## config.mk

```make
export PLATFORM = sky130hd
export DESIGN_NAME = pipe_skid_reg_nway
export DESIGN_NICKNAME = d
export VERILOG_FILES = /design/src/rtl/pipe_pkg.sv /design/src/rtl/pipe_entry_reg.sv /design/src/rtl/pipe_skid_reg_nway.sv
export SDC_FILE = /design/constraint.sdc
export NUM_CORES = 1
export LEC_CHECK = 0
export BUFFER_PORTS_ARGS = -buffer_cell sky130_fd_sc_hd__buf_4
export CORE_ASPECT_RATIO = 0.75
export CORE_MARGIN = 4
export CORE_UTILIZATION = 25
export DETAILED_ROUTE_END_ITERATION = 8
export GPL_TIMING_DRIVEN = 1
export PLACE_DENSITY = 0.42
export SETUP_SLACK_MARGIN = 0.02
export SLEW_MARGIN = 20
export SYNTH_ARGS = -nofsm -noshare
export SYNTH_HDL_FRONTEND = slang
export SYNTH_SLANG_ARGS = --single-unit
```

## constraint.sdc

```tcl
create_clock -name clk -period 54.6 [get_ports clk]
set_input_delay 0 -clock clk [delete_from_list [all_inputs] [get_ports clk]]
set_output_delay 0 -clock clk [all_outputs]
set_load 0.02 [all_outputs]
```

## src/rtl/pipe_pkg.sv

```systemverilog
// Shared types for the n-way skid stage register.
// State encoding, default payload width, producer field offsets.
package pipe_pkg;

  typedef enum logic [1:0] {
    ST_EMPTY = 2'd0,
    ST_BUSY  = 2'd1,
    ST_FULL  = 2'd2
  } state_t;

  localparam int PAYLOAD_W_DEF = 160;

  // Per-slot field layout used by producers and consumers.
  localparam int RD_ADDR_LSB = 0;
  localparam int RD_ADDR_W   = 5;
  localparam int RD_WE_LSB   = 5;
  localparam int OP1_LSB     = 6;
  localparam int OP2_LSB     = 38;
  localparam int OPND_W      = 32;
  localparam int IMM_LSB     = 70;
  localparam int IMM_W       = 32;
  localparam int OPCODE_LSB  = 102;
  localparam int OPCODE_W    = 7;
  localparam int FUNCT3_LSB  = 109;
  localparam int FUNCT3_W    = 3;
  localparam int FUNCT7_LSB  = 112;
  localparam int FUNCT7_W    = 7;
  localparam int SHAMT_LSB   = 119;
  localparam int SHAMT_W     = 5;
  localparam int FIELDS_USED = 124;

  function automatic int slot_lsb(input int k, input int pw);
    return k * pw;
  endfunction

endpackage

```

## src/rtl/pipe_entry_reg.sv

```systemverilog
// One buffered bundle entry: {valid[WAYS], payload, seq}.
// Ports: clk, reset, clr (kills valids), ld, *_d in, *_q out.
module pipe_entry_reg
  import pipe_pkg::*;
#(
  parameter int WAYS      = 2,
  parameter int PAYLOAD_W = PAYLOAD_W_DEF,
  parameter int SEQ_W     = 2
) (
  input  logic                      clk,
  input  logic                      reset,
  input  logic                      clr,
  input  logic                      ld,
  input  logic [WAYS-1:0]           valid_d,
  input  logic [WAYS*PAYLOAD_W-1:0] payload_d,
  input  logic [SEQ_W-1:0]          seq_d,
  output logic [WAYS-1:0]           valid_q,
  output logic [WAYS*PAYLOAD_W-1:0] payload_q,
  output logic [SEQ_W-1:0]          seq_q
);

  // Clear only drops the valids; payload and tag hold
  // until the next load.
  always_ff @(posedge clk or posedge reset) begin
    if (reset) begin
      valid_q   <= '0;
      payload_q <= '0;
      seq_q     <= '0;
    end else if (clr) begin
      valid_q   <= '0;
    end else if (ld) begin
      valid_q   <= valid_d;
      payload_q <= payload_d;
      seq_q     <= seq_d;
    end
  end

endmodule

```

## src/rtl/pipe_skid_reg_nway.sv

```systemverilog
// N-way valid/ready stage register with main+skid entry, flush, seq tags.
// Ports: clk, reset, flush_i, valid_i/payload_i/ready_o (upstream),
// valid_o/payload_o/seq_o/ready_i (downstream).
// Build macro PIPE_PERF_CNT_EN adds stall_cnt_o and flush_cnt_o.
module pipe_skid_reg_nway
  import pipe_pkg::*;
#(
  parameter int WAYS      = 2,
  parameter int PAYLOAD_W = PAYLOAD_W_DEF,
  parameter int SEQ_W     = 2
) (
  input  logic                      clk,
  input  logic                      reset,
  input  logic                      flush_i,
  input  logic [WAYS-1:0]           valid_i,
  input  logic [WAYS*PAYLOAD_W-1:0] payload_i,
  output logic                      ready_o,
  output logic [WAYS-1:0]           valid_o,
  output logic [WAYS*PAYLOAD_W-1:0] payload_o,
  output logic [SEQ_W-1:0]          seq_o,
  input  logic                      ready_i
`ifdef PIPE_PERF_CNT_EN
  ,
  output logic [31:0]               stall_cnt_o,
  output logic [31:0]               flush_cnt_o
`endif
);

  state_t state_q, state_d;

  logic acc, dsp;
  logic m_ld, m_clr, m_sel_skid;
  logic s_ld, s_clr;
  logic [SEQ_W-1:0] seq_cnt;

  logic [WAYS-1:0]           s_valid;
  logic [WAYS*PAYLOAD_W-1:0] s_payload;
  logic [SEQ_W-1:0]          s_seq;

  logic [WAYS-1:0]           m_valid_d;
  logic [WAYS*PAYLOAD_W-1:0] m_payload_d;
  logic [SEQ_W-1:0]          m_seq_d;

  assign acc = (|valid_i) && ready_o && !flush_i;
  assign dsp = (|valid_o) && ready_i;

  always_comb begin
    state_d    = state_q;
    m_ld       = 1'b0;
    m_clr      = 1'b0;
    m_sel_skid = 1'b0;
    s_ld       = 1'b0;
    s_clr      = 1'b0;
    if (flush_i) begin
      state_d = ST_EMPTY;
      m_clr   = 1'b1;
      s_clr   = 1'b1;
    end else begin
      unique case (state_q)
        ST_EMPTY: begin
          if (acc) begin
            state_d = ST_BUSY;
            m_ld    = 1'b1;
          end
        end
        ST_BUSY: begin
          if (acc && dsp) begin
            m_ld = 1'b1;
          end else if (acc) begin
            state_d = ST_FULL;
            s_ld    = 1'b1;
          end else if (dsp) begin
            state_d = ST_EMPTY;
            m_clr   = 1'b1;
          end
        end
        ST_FULL: begin
          // Skid drains into main on the same edge.
          if (dsp) begin
            state_d    = ST_BUSY;
            m_ld       = 1'b1;
            m_sel_skid = 1'b1;
            s_clr      = 1'b1;
          end
        end
        default: state_d = ST_EMPTY;
      endcase
    end
  end

  always_ff @(posedge clk or posedge reset) begin
    if (reset) begin
      state_q <= ST_EMPTY;
      ready_o <= 1'b1;
      seq_cnt <= '0;
    end else begin
      state_q <= state_d;
      ready_o <= (state_d != ST_FULL);
      if (acc)
        seq_cnt <= seq_cnt + SEQ_W'(1);
    end
  end

  assign m_valid_d   = m_sel_skid ? s_valid   : valid_i;
  assign m_payload_d = m_sel_skid ? s_payload : payload_i;
  assign m_seq_d     = m_sel_skid ? s_seq     : seq_cnt;

  pipe_entry_reg #(
    .WAYS(WAYS), .PAYLOAD_W(PAYLOAD_W), .SEQ_W(SEQ_W)
  ) u_main (
    .clk(clk), .reset(reset),
    .clr(m_clr), .ld(m_ld),
    .valid_d(m_valid_d), .payload_d(m_payload_d),
    .seq_d(m_seq_d),
    .valid_q(valid_o), .payload_q(payload_o),
    .seq_q(seq_o)
  );

  pipe_entry_reg #(
    .WAYS(WAYS), .PAYLOAD_W(PAYLOAD_W), .SEQ_W(SEQ_W)
  ) u_skid (
    .clk(clk), .reset(reset),
    .clr(s_clr), .ld(s_ld),
    .valid_d(valid_i), .payload_d(payload_i),
    .seq_d(seq_cnt),
    .valid_q(s_valid), .payload_q(s_payload),
    .seq_q(s_seq)
  );

`ifdef PIPE_PERF_CNT_EN
  always_ff @(posedge clk or posedge reset) begin
    if (reset) begin
      stall_cnt_o <= '0;
      flush_cnt_o <= '0;
    end else begin
      if ((|valid_o) && !ready_i && (stall_cnt_o != '1))
        stall_cnt_o <= stall_cnt_o + 32'd1;
      if (flush_i && (flush_cnt_o != '1))
        flush_cnt_o <= flush_cnt_o + 32'd1;
    end
  end
`endif

endmodule
```

==> flow_summary_export.csv <==
group,metric,value,unit
clock_tree,root_buffer,"clkbuf_16",
global_route,grt_pass1_wl,126000,um
floorplanning,fp.dieW,404,um
sta,finClkSkew,0.0205,ns
worst_setup_path,cp.arrival,5.41,ns
floorplanning,die_y,305,um
sta,rsz0062_at_grt,"false",
clock_tree,holdBufCountCts,327,
worst_setup_path,r2r_end,"u_main.payload_q[119]",
worst_setup_path,rr_worst_depth,7,
worst_setup_path,r2r_setup_slack,49.69,ns
sta,tns,0,ns
sta,hold_viol_final,0,
logic_synthesis,yosys-top-cells-area,"dfrtp_1, mux2_2, mux2_4",
clock_tree,cts.sinks,653,
job,max_cap_violations,0,
clock_tree,tritoncts,"yes",
cells_and_area,areaGrowthSynthToFinish,40.3,%
sta,slew_violations,0,
placement,port_buffers,650,
global_route,grt_pass1_vias,20300,
logic_synthesis,synth_area,29400,sq um
clock_tree,cts_buffers,76,
placement,gp_congestion,0.747,
worst_setup_path,worstPathRequired,55.10,ns
worst_setup_path,crit_slowest_cell,"buf_4",
floorplanning,pin_count,651,
worst_setup_path,endpoint_kind,"register",
sta,maxSlewHeadroom,23.2,%
clock_tree,htreeDepth,3,
pwr,leakage,18.9,nW
worst_setup_path,cp_num_buf_inv,3,
logic_synthesis,ys_warn_count,0,
global_route,grt_overflow,0,
clock_tree,path_clk_slew,0.06,ns
cells_and_area,final_util,35.5,%
detailed_routing,route.detailed.drc,0,
detailed_routing,routed_wl,82000,um
sta,fin_crit,4.91,ns
floorplanning,core-area,116000,sq um
clock_tree,ctsResizeCount,0,
cells_and_area,num-nets-final,3056,
floorplanning,die_area,123000,sq um
logic_synthesis,yosysTopAreaCell,"dfrtp_1",
worst_setup_path,critPathLaunchType,"register",
clock_tree,clock_latency,0.64,ns
cells_and_area,drive_above_1_share,60.8,%
worst_setup_path,path_max_fanout,44,
placement,place_ws,49.63,ns
global_route,grt_max_degree,146,
worst_setup_path,worstReg2RegStart,"u_main.valid_q[1]",
cells_and_area,final_common_cell,"buf_4",
logic_synthesis,synth_seq_cells,653,
sta,fin_ws,49.69,ns
detailed_routing,ant_nets,0,
clock_tree,post_cts_buffers,0,
placement,dpl-instance-area,35600,sq um
clock_tree,cts.path.max_buffers,3,
pwr,p_per_area,52.4,nW/um^2
min_path,hp-class,"in -> async",
global_route,antenna_found_initial,7,
outcome,outcome,"finished, final reports clean",
sta,tightestPinTransition,1.15,ns
worst_setup_path,timing_worst_setup_path_type,"reg -> reg",
sta,whs,0.114,ns
worst_setup_path,path_delay_family,"buffers and inverters",
detailed_routing,wl_per_cell,18.9,um
sta,finalSetupViolCount,0,
detailed_routing,via_per_inst,4.22,
cells_and_area,fin_area,41300,sq um
worst_setup_path,path_cells,"o21ai_1, or3_4, buf_4, buf_4, buf_4, mux2_4, mux2_2",
global_route,grt_usage,13.0,%
detailed_routing,drt_iter0_drc,518,
worst_setup_path,cpMostUsedCell,"buf_4",
logic_synthesis,yosysUniqueCellTypes,31,
logic_synthesis,yosys.area.top_type_share,55.4,%
floorplanning,start_util,25.3,%
sta,fin_crit_sh,8.99,%
logic_synthesis,yosysSeqAreaShare,55.5,%
detailed_routing,vias,18300,
cells_and_area,final_cell_mix,"buf_4, dfrtp_1, mux2_2",
logic_synthesis,syn_avg_cell_area,16.7,sq um
sta,fmax,0.204,GHz
pwr,peakVddDrop,25.7,uV
placement,place_hpwl,54600,um
logic_synthesis,syn_inst,1763,
detailed_routing,dr.pass1.iters,4,
logic_synthesis,syn-num-nets,2089,
floorplanning,rows,108,
worst_setup_path,critPathMaxStageDelay,0.84,ns
## layout make-up
type / instances / area (sq um)
flip-flops and latches: 653 / 16300
clock inverters: 17 / 230
repair buffers: 996 / 8380
diodes: 4 / 10.0
multi-input cells: 999 / 12200
clock buffers: 118 / 2170
well taps: 1540 / 1930
fillers: 11300 / 75000
inverters: 4 / 22.5
## how the worst max path moves through the flow
stage	start	to	slack, ns	cells after the start
floorplan	reset	seq_cnt[0]	36.30	1
global placement	u_main.valid_q[1]	u_main.payload_q[128]	49.71	7
detailed placement	u_main.valid_q[1]	u_main.payload_q[128]	49.63	7
CTS	u_main.valid_q[1]	u_main.payload_q[82]	49.60	7
global route	u_main.valid_q[1]	u_main.payload_q[75]	49.38	7
finish	u_main.valid_q[1]	u_main.payload_q[119]	49.69	7
## stage by stage
stage                     power (mW)  std cells
after global routing            2.29       4329
final                           2.16       4331
after detailed placement        1.67       3864
after floorplan                 1.32       1763
after CTS                       2.21       4326
after global placement          1.64       3864
## power breakdown
part / total [mW] / leakage, nW / internal (mW) / switching, mW
Sequential: 0.860 / 7.71 / 0.729 / 0.130
Clock: 0.502 / 1.17 / 0.290 / 0.213
Combinational: 0.802 / 10.1 / 0.421 / 0.382
## tightest hold or removal path, stage by stage
cell and delay, ns:
dlygate4sd3_1 0.54, buf_4 0.16, inv_8 0.60
## sequential cells by signal (all words and copies together), names as in the netlist
name / count
u_skid.valid_q: 2
u_main.valid_q: 2
u_skid.seq_q: 2
u_main.seq_q: 2
u_skid.payload_q: 320
u_main.payload_q: 320
ready_o: 1
seq_cnt: 2
state_q: 2
## kinds of logic after synthesis
kind of cell | count (synthesis) | share of synthesized area (%)
compound gates | 11 | 0.280
buf+inv | 111 | 3.04
mux | 969 | 40.7
flops | 653 | 55.5
simple gates | 17 | 0.374
xor+xnor | 2 | 0.0595
## cells in the mapped netlist
master,number
a2111o_1,1
mux2_4,288
xnor2_1,2
nor3_1,1
buf_2,28
buf_6,41
o21ai_0,1
nor2b_1,2
nand2b_2,1
clkbuf_1,2
a211oi_1,2
mux2i_1,2
nor3_4,1
or2_2,1
dfrtp_1,652
nor4_1,1
a211o_1,1
o21ai_1,1
mux2_1,54
buf_4,36
nand2b_4,1
nor4b_1,1
or3_1,1
a22o_1,2
dfstp_2,1
mux2_2,625
nor2_1,5
inv_1,4
nand2_1,2
o31ai_1,1
o22ai_1,2
## layer usage
layer | part of all wire (%) | vias to the layer above | global-route usage [%] | routed length [um]
li1 | - | 8305 | - | -
met5 | 0.056 | - | 0 | 46
met3 | 6.2 | 130 | 4.03 | 5090
met1 | 41 | 9434 | 15.6 | 33900
met2 | 49 | 410 | 22.3 | 40600
met4 | 2.9 | 6 | 4.03 | 2400
No activity file was read; power rests on OpenSTA's default activity.
